### src/rtl/gpp16_bus_pkg.sv
// Shared types and helpers for the GPP16 memory-port arbiter.
// Read tags carry the issuing master id through the memory latency.
package gpp16_bus_pkg;

    typedef enum logic {
        IDLE = 1'b0,
        OWN  = 1'b1
    } arb_state_t;

    // Wide enough for any master count the arbiter is built with.
    localparam int TAG_IDW = 8;

    typedef struct packed {
        logic               valid;
        logic [TAG_IDW-1:0] id;
    } rd_tag_t;

    // Index width for n items, never less than one bit.
    function automatic int clog2(input int n);
        int w;
        w = 1;
        for (int v = 2; v < n; v = v * 2) begin
            w = w + 1;
        end
        return w;
    endfunction

endpackage

### src/rtl/gpp16_rr_pick.sv
// Combinational round-robin picker: first requester at or after ptr, wrapping,
// with an optional override that always hands master 0 the win.
module gpp16_rr_pick
    import gpp16_bus_pkg::*;
#(
    parameter int N  = 4,
    parameter int IW = clog2(N)
) (
    input  logic [N-1:0]  req,
    input  logic [IW-1:0] ptr,
    input  logic          cpu_prio,
    output logic [N-1:0]  gnt,
    output logic [IW-1:0] idx
);

    logic          found;
    logic [IW-1:0] cand;

    always_comb begin
        gnt   = '0;
        idx   = '0;
        found = 1'b0;
        cand  = '0;
        if (cpu_prio && req[0]) begin
            gnt[0] = 1'b1;
        end else begin
            for (int i = 0; i < N; i++) begin
                cand = IW'((int'(ptr) + i) % N);
                if (!found && req[cand]) begin
                    found     = 1'b1;
                    gnt[cand] = 1'b1;
                    idx       = cand;
                end
            end
        end
    end

endmodule

### src/rtl/gpp16_mem_arbiter.sv
// Shares the single GPP16 memory port among N masters (master 0 = core).
// Grant FSM, burst hold counter, owner mux and read-id return pipeline.
module gpp16_mem_arbiter
    import gpp16_bus_pkg::*;
#(
    parameter int N        = 4,
    parameter int AW       = 16,
    parameter int DW       = 16,
    parameter int RD_LAT   = 1,
    parameter int MAX_HOLD = 8,
    parameter int CPU_PRIO = 0
) (
    input  logic            clk,
    input  logic            rst,
    input  logic [N-1:0]    req_i,
    input  logic [N-1:0]    lock_i,
    input  logic [N-1:0]    we_i,
    input  logic [N*AW-1:0] addr_i,
    input  logic [N*DW-1:0] wdata_i,
    output logic [N-1:0]    gnt_o,
    output logic [N-1:0]    rvalid_o,
    output logic [DW-1:0]   rdata_o,
    output logic            mem_en,
    output logic            mem_we,
    output logic [AW-1:0]   mem_addr,
    output logic [DW-1:0]   mem_wdata,
    input  logic [DW-1:0]   mem_rdata,
    output logic            busy_o
);

    localparam int IW = clog2(N);
    localparam int HW = clog2(MAX_HOLD);

    arb_state_t    state_q, state_d;
    logic [IW-1:0] owner_q, owner_d;
    logic [IW-1:0] ptr_q, ptr_d;
    logic [HW-1:0] hold_q, hold_d;
    logic [N-1:0]  gnt_q, gnt_d;
    logic [N-1:0]  pick_gnt;
    logic [IW-1:0] pick_idx;
    logic [IW-1:0] next_ptr;
    logic          access;
    rd_tag_t       rd_pipe [RD_LAT];
    rd_tag_t       rd_tail;

    gpp16_rr_pick #(.N(N), .IW(IW)) u_pick (
        .req      (req_i),
        .ptr      (ptr_q),
        .cpu_prio (CPU_PRIO != 0),
        .gnt      (pick_gnt),
        .idx      (pick_idx)
    );

    assign next_ptr = (owner_q == IW'(N - 1)) ? '0 : owner_q + IW'(1);

    always_comb begin
        state_d   = state_q;
        owner_d   = owner_q;
        ptr_d     = ptr_q;
        hold_d    = hold_q;
        gnt_d     = gnt_q;
        access    = 1'b0;
        mem_en    = 1'b0;
        mem_we    = 1'b0;
        mem_addr  = '0;
        mem_wdata = '0;
        case (state_q)
            IDLE: begin
                if (|req_i) begin
                    state_d = OWN;
                    owner_d = pick_idx;
                    gnt_d   = pick_gnt;
                    hold_d  = '0;
                end
            end
            OWN: begin
                if (req_i[owner_q]) begin
                    access    = 1'b1;
                    mem_en    = 1'b1;
                    mem_we    = we_i[owner_q];
                    mem_addr  = addr_i[owner_q*AW +: AW];
                    mem_wdata = wdata_i[owner_q*DW +: DW];
                end
                // Tenure ends on a dropped request, an unlocked access or a full burst.
                if (!req_i[owner_q] || !lock_i[owner_q] || hold_q == HW'(MAX_HOLD - 1)) begin
                    state_d = IDLE;
                    gnt_d   = '0;
                    ptr_d   = next_ptr;
                end else begin
                    hold_d = hold_q + HW'(1);
                end
            end
            default: state_d = IDLE;
        endcase
    end

    always_ff @(posedge clk) begin
        if (rst) begin
            state_q <= IDLE;
            owner_q <= '0;
            ptr_q   <= '0;
            hold_q  <= '0;
            gnt_q   <= '0;
        end else begin
            state_q <= state_d;
            owner_q <= owner_d;
            ptr_q   <= ptr_d;
            hold_q  <= hold_d;
            gnt_q   <= gnt_d;
        end
    end

    // Read ids ride alongside the memory latency so data returns to the issuer
    // even after the grant has moved to another master.
    always_ff @(posedge clk) begin
        if (rst) begin
            for (int i = 0; i < RD_LAT; i++) begin
                rd_pipe[i] <= '0;
            end
        end else begin
            rd_pipe[0] <= '{valid: access & ~mem_we, id: TAG_IDW'(owner_q)};
            for (int i = 1; i < RD_LAT; i++) begin
                rd_pipe[i] <= rd_pipe[i-1];
            end
        end
    end

    assign rd_tail = rd_pipe[RD_LAT-1];

    always_comb begin
        rvalid_o = '0;
        rdata_o  = '0;
        if (rd_tail.valid) begin
            rvalid_o = N'(1) << rd_tail.id;
            rdata_o  = mem_rdata;
        end
    end

    assign gnt_o  = gnt_q;
    assign busy_o = (state_q == OWN);

endmodule

### config.mk
export PLATFORM = sky130hd
export DESIGN_NAME = gpp16_mem_arbiter
export DESIGN_NICKNAME = d
export VERILOG_FILES = /design/src/rtl/gpp16_bus_pkg.sv /design/src/rtl/gpp16_rr_pick.sv /design/src/rtl/gpp16_mem_arbiter.sv
export SDC_FILE = /design/constraint.sdc
export NUM_CORES = 1
export LEC_CHECK = 0
export ABC_AREA = 1
export ABC_CLOCK_PERIOD_IN_PS = 1800
export BUFFER_PORTS_ARGS = -buffer_cell sky130_fd_sc_hd__buf_2
export CORE_ASPECT_RATIO = 0.6
export CORE_MARGIN = 8
export CORE_UTILIZATION = 36
export DETAILED_ROUTE_END_ITERATION = 10
export MAX_ROUTING_LAYER = met4
export PLACE_DENSITY = 0.79
export SLEW_MARGIN = 20
export SYNTH_ARGS = -nofsm -noshare
export SYNTH_HDL_FRONTEND = slang
export SYNTH_HIERARCHICAL = 1
export SYNTH_SLANG_ARGS = --single-unit
### constraint.sdc
create_clock -name clk -period 1.8 [get_ports clk]
set_input_delay 0.36 -clock clk [delete_from_list [all_inputs] [get_ports clk]]
set_output_delay 0.36 -clock clk [all_outputs]
set_load 0.02 [all_outputs]
==> results.yml, run 1 <==
setup_path:
  path_max_fanout: 21
  rr_worst_depth: 12
  worst_setup_path_startpoint: "owner_q[0]"
  r2r_setup_slack_ns: 0.12
  worst_path_largest_cell_delay_ns: 0.40
  cp_data_required_time_ns: 1.44
  setup.worst_path.class: "flop to primary output"
  nature_of_the_critical_path_startpoint: "flop"
  worst_r2r_startpoint: "ptr_q[1]"
  worst_path_dominant_cell_family: "compound AO/OA/AOI/OAI gates"
  setup.worst_path.end_class: "primary output"
  r2r-end: "owner_q[0]"
  worstPathBufferInverterCount: 2
  critical_path.slowest_cell: "dfxtp_4"
  critical_path.cell_chain: "buf_6 > nor2_1 > nor2_1 > o21ai_0 > a21oi_4 > buf_6"
  crit_end: "mem_addr[4]"
  timing.critical_path.depth: 6
  cp.arrival_ns: 1.59
yosys:
  netlist_area_sq_um: 2580
  postSynthCellCount: 481
  avgSynthCellArea_sq_um: 5.37
  post-synth-top-area-cell: "nor2_1"
  synth.net_count: 648
  synth.yosys.warnings: 6
  ys_async_sr_fraction: 0
  yosysSeqAreaShare: 0.116
  synth.area.top_cells: "nor2_1 20%, o21ai_0 13%, dfxtp_1 12%, nand2_1 8.3%, a21oi_1 8.1%"
  synth.top_cell.area_share: 0.202
  yosysUniqueCellTypes: 31
  yosysMostFrequentCell: "nor2_1"
  ys_flop_type: "dfxtp_1"
  most_used_standard_cells_in_the_synthesized_netlist: "139 x nor2_1, 67 x o21ai_0, 57 x nand2_1"
  synth-seq-cells: 15
  count_of_flip_flops_with_a_built_in_enable_after_synthesis: 0
die:
  fp-row-count: 24
  die_height_microns: 81.6
  floorplan.die_area_sq_um: 10200
  io-pin-count: 217
  floorplan.initialDensity: 0.363
  core_area_sq_um: 7120
  die_width_microns: 125
placement:
  place.detailed.instances: 779
  dp_hpwl_microns: 9880
  routabilityCongestion: 0.985
  dpl_cell_area_sq_um: 3850
  io_buffers: 216
  pre_cts_ws_ns: -0.0442
layout:
  seq_area_sq_um: 308
  fill_cells: 660
  finish.instance_area_sq_um: 4500
  drive_gt1_frac: 0.474
  multiInputGateArea_sq_um: 2120
  finish.net_count: 871
  areaGrowthSynthToFinish_pct: 74.2
  finish.utilization: 0.632
  finish.cell_count_without_fillers: 796
timing:
  hold_violations: 0
  setup_viol: 33
  finalWorstPathRequiredPeriod_ns: 1.95
  worst_clock_skew_ns: 0.00146
  layout_setup_ws_ns: -0.146
  maximum_frequency_from_static_timing_analysis_mhz: 514
  grt_setup_unrepaired: "true"
  timing.final.crit_share: 1.08
  report.final.slew_viol_count: 0
cts:
  cts_buffer_depth: 2
  insertion_delay_ns: 0.25
  tritoncts.num_buffers: 3
  ctsRootBufferMaster: "clkbuf_16"
  tritoncts_sinks: 15
  clock_tree.htree_level_count: 1
  worst_setup_hold_path_clk_slew_ns: 0.05
  tritoncts: "done"
drt:
  post-route-drc-count: 0
  routed_wire_length_per_instance_microns: 16.9
  drtIter0Drc: 422
  postRouteWirelength_microns: 13400
  first_pass_iteration_count_of_the_detailed_router: 5
  route.vias.total: 4200
  route.antenna.remaining_nets: 0
  via_per_inst: 5.28
worst_hold_path:
  holdCritPathClass: "input pin to flop"
  hold_path_startpoint: "rst"
  worst_hold_path.num_cells: 2
global_route:
  number_of_global_route_vias_before_repair: 4008
  global_route_wire_length_before_repair_microns: 19700
  grt_antenna_before_repair: 1
  global_route.usage.total: 0.240
  grt_overflow: 0
  largest_net_degree_at_the_start_of_global_routing: 53
job:
  drv_cap: 0
power_and_ir_drop:
  total_leakage_power_nw: 2.43
  total_power_w: 0.00349
  ir_worst_vdd_mv: 0.358
  cellPowerDensity_nw_per_um2: 775
outcome:
  outcome: "complete, but fails checks"
  violated_checks: "setup timing"
[metrics by stage]
stage                     hold slack [ns]  TNS, ns
after floorplan                     0.472        0
after global placement              0.463   -0.351
after detailed placement            0.469   -0.559
after CTS                           0.456    -1.65
after global routing                0.476    -4.79
final                               0.452    -2.46
[routing by layer]
layer,part of all wire,GRT usage,up-vias
li1,-,-,1992
met5,0,-,-
met1,0.39,0.274,1899
met2,0.49,0.429,277
met4,0.024,0.0591,0
met3,0.097,0.0525,32
[cell families (layout without fill, tap and decap cells)]
logic type | Yosys count | in the layout | synth area share
other cells | 1 | 3 | 0.00145
flops | 15 | 15 | 0.116
compound gates | 123 | 123 | 0.251
fa+ha+maj | 9 | 9 | 0.0436
buf+inv | 79 | 301 | 0.138
simple gates | 254 | 254 | 0.450
[layout by cell type (no fill, tap or decap), types with 2 or more instances in the layout]
cell type,n
inv_1,39
buf_16,4
a21oi_4,5
inv_2,8
a21oi_2,28
ha_1,8
a21oi_1,15
o21ai_0,55
clkbuf_16,5
dfxtp_1,11
nor3_1,5
nand3_4,2
nand2_1,56
buf_2,182
inv_4,2
nand4_1,3
dfxtp_2,3
buf_6,21
o21ai_1,16
nor2_1,139
a21boi_0,3
buf_4,31
nand3_1,17
nand2_2,12
nand3_2,9
buf_12,7
nand2_4,5
diode_2,2
[final cells by class]
class	instances	area share
inverter	50	0.0428
timing repair buffer	247	0.373
multi-input combinational	387	0.471
tap	91	0.0253
clock buffer	3	0.0167
sequential	15	0.0684
antenna	2	0.00111
clock inverter	1	0.00111
[sequential cells by signal, indices dropped and copies added (netlist names)]
name,cells
busy_o,1
gnt_o,4
hold_q,3
owner_q,2
ptr_q,2
rd_pipe,3
[worst reg2reg max path: stages, from the launching register on]
cell	delay [ns]
dfxtp_2	0.33
inv_2	0.06
ha_4	0.29
inv_2	0.05
nand3_1	0.08
nand2_1	0.11
o21ai_0	0.19
nand2_1	0.08
nand2_1	0.06
nand2_1	0.04
nor2_1	0.11
o21ai_0	0.10
a21oi_1	0.11
[how the worst min path moves through the flow]
stage / end / slack, ns
floorplan: hold_q[1] / 0.47
global placement: gnt_o[1] / 0.46
detailed placement: gnt_o[0] / 0.47
CTS: hold_q[1] / 0.46
global route: hold_q[1] / 0.48
finish: gnt_o[0] / 0.45
[report_power, final]
part           switching [W]  internal [W]  total (W)
Sequential         0.0000476      0.000380   0.000428
Combinational        0.00153       0.00109    0.00262
Clock               0.000137      0.000297   0.000434
[what timing repair did]
item | 4_1_cts | 5_1_grt
hold buffers | 0 | 0
cloned | 4 | 2
endpoints found under the setup margin | 34 | 40
pin swaps | 7 | 6
buffers inserted | 3 | 2
gates resized for setup | 82 | 38
(Power assumes the default switching activity.)
==> run 2: changes to the inputs <==
- ABC_AREA: 1 -> default
- CORE_UTILIZATION: 36 -> 35
- PLACE_DENSITY: 0.79 -> 0.8
==> run 2 against run 1 <==
- worst hold slack better by 0.0083 ns
- utilization decreased by 2.2 points
- the run still ends with setup timing left
- flip-flop and latch count stayed put
- critical endpoint is now mem_wdata[14]
- critical path type unchanged
- fmax decreased by 8.1%
- synthesized cell count decreased by 51%
- largest power group unchanged
- sequential power down 7.0%
==> results.yml, run 2 <==
layout:
  largest_reg_flops: 4
  finish.utilization: 0.610
  finish.net_count: 638
  layout.cells.most_common: "buf_2"
  n_antenna_cell: 0
  multiInputGateArea_sq_um: 2010
  areaGrowthSynthToFinish_pct: 70.4
  fill_cells: 588
  seq_area_sq_um: 310
  layout.cells.most_common_list: "210 x buf_2, 38 x mux4_2, 32 x and3_1"
  finish.cell_count_without_fillers: 557
  drive_gt1_frac: 0.672
  finish.instance_area_sq_um: 4020
die:
  floorplan.initialDensity: 0.358
  floorplan.die_area_sq_um: 9710
  core_area_sq_um: 6590
  die_width_microns: 122
  fp-row-count: 23
  die_height_microns: 79.6
  io-pin-count: 217
placement:
  routabilityCongestion: 0.931
  place.detailed.instances: 547
  dp_hpwl_microns: 8960
  io_buffers: 216
  dpl_cell_area_sq_um: 3780
  pre_cts_ws_ns: -0.151
global_route:
  grt_antenna_before_repair: 0
  largest_net_degree_at_the_start_of_global_routing: 24
  number_of_global_route_vias_before_repair: 3243
  grt_overflow: 0
  global_route_wire_length_before_repair_microns: 16300
  global_route.usage.total: 0.213
yosys:
  synth.top_cell.area_share: 0.353
  netlist_area_sq_um: 2360
  most_used_standard_cells_in_the_synthesized_netlist: "37 x and3_1, 37 x mux4_2, 16 x and2_1"
  post-synth-top-area-cell: "mux4_2"
  avgSynthCellArea_sq_um: 10.0
  yosysUniqueCellTypes: 47
  synth.area.top_cells: "mux4_2 35%, dfxtp_1 13%, and3_1 9.8%, ha_1 4.8%, and2_1 4.2%"
  synth-seq-cells: 15
  synth.yosys.warnings: 6
  ys_async_sr_fraction: 0
  yosysSeqAreaShare: 0.127
  postSynthCellCount: 235
  count_of_flip_flops_with_a_built_in_enable_after_synthesis: 0
  ys_flop_type: "dfxtp_1"
setup_path:
  path_max_fanout: 19
  worst_r2r_startpoint: "owner_q[0]"
  setup.worst_path.class: "flop to primary output"
  setup.worst_path.end_class: "primary output"
  r2r_setup_slack_ns: -0.07
  cp_data_required_time_ns: 1.44
  nature_of_the_critical_path_startpoint: "flop"
  r2r-end: "ptr_q[0]"
  rr_worst_depth: 5
  worst_setup_path_startpoint: "owner_q[0]"
  cp.arrival_ns: 1.76
  crit_end: "mem_wdata[14]"
cts:
  worst_setup_hold_path_clk_slew_ns: 0.06
  cts_buffer_depth: 2
  ctsRootBufferMaster: "clkbuf_8"
  tritoncts: "done"
  insertion_delay_ns: 0.25
  tritoncts.num_buffers: 3
  clock_tree.htree_level_count: 1
  postCtsHoldBufs: 0
  tritoncts_sinks: 15
timing:
  finalWorstPathRequiredPeriod_ns: 2.12
  maximum_frequency_from_static_timing_analysis_mhz: 472
  setup_viol: 40
  hold_violations: 0
  layout_setup_ws_ns: -0.319
  grt_setup_unrepaired: "true"
  report.final.slew_viol_count: 0
  timing.final.crit_share: 1.18
  worst_clock_skew_ns: 0.00197
drt:
  first_pass_iteration_count_of_the_detailed_router: 4
  route.vias.total: 2987
  postRouteWirelength_microns: 10900
  route.antenna.remaining_nets: 0
  routed_wire_length_per_instance_microns: 19.6
  post-route-drc-count: 0
  via_per_inst: 5.36
  drtIter0Drc: 142
power_and_ir_drop:
  cellPowerDensity_nw_per_um2: 504
  total_leakage_power_nw: 2.10
  ir_worst_vdd_mv: 0.257
outcome:
  violated_checks: "setup timing"
  outcome: "complete, but fails checks"
worst_hold_path:
  holdCritPathClass: "input pin to flop"
job:
  drv_cap: 0
-- run 2: final cells by class --
type	count	area share
repair buffers	253	0.378
multi-input cells	192	0.500
inverters	6	0.00685
clock buffers	4	0.0112
well taps	87	0.0271
flip-flops and latches	15	0.0772
-- run 2: layer usage --
metal,wire [microns],vias up,GRT usage
met4,190,0,0.0563
met5,0,-,-
li1,-,1402,-
met1,4410,1412,0.256
met3,920,16,0.0466
met2,5410,157,0.354
-- run 2: worst min path at each step --
stage,start,cells after the start,to
floorplan,hold_q[0],1,hold_q[0]
global placement,hold_q[0],1,hold_q[0]
detailed placement,hold_q[0],1,hold_q[0]
CTS,rst,2,rd_pipe[0][0]
global route,rst,2,owner_q[1]
finish,rst,2,rd_pipe[0][1]
-- run 2: through the flow --
stage	setup TNS, ns	power (W)	hold WS (ns)
CTS	-9.29	0.00199	0.455
floorplan	-0.436	0.00117	0.447
global route	-12.02	0.00215	0.477
finish	-10.11	0.00203	0.460
detailed placement	-3.53	0.00164	0.475
global placement	-2.54	0.00161	0.466
-- run 2: what timing repair did --
action,in CTS,in global routing
resized for setup,18,13
setup endpoints to repair,40,42
pin swaps,3,2
cloned,1,1
setup buffers,5,0
-- run 2: report_power, final --
group          switching (W)  internal [W]  leakage [nW]
Clock               0.000117      0.000157        0.0228
Sequential         0.0000374      0.000361         0.125
Combinational       0.000625      0.000730          1.95
-- run 2: critical path: stages, from the launching register on --
cell and delay [ns]:
dfxtp_4 0.41, mux4_2 0.58, buf_8 0.18, and3_1 0.18, buf_2 0.16
-- run 2: cells by family after synthesis --
group,Yosys count,synth area share
muxes,46,0.392
other,1,0.00159
and+or+nand+nor,102,0.256
DFF,15,0.127
buffers and inverters,30,0.0652
adders and majority gates,9,0.0477
AOI/OAI and AO/OA,32,0.110
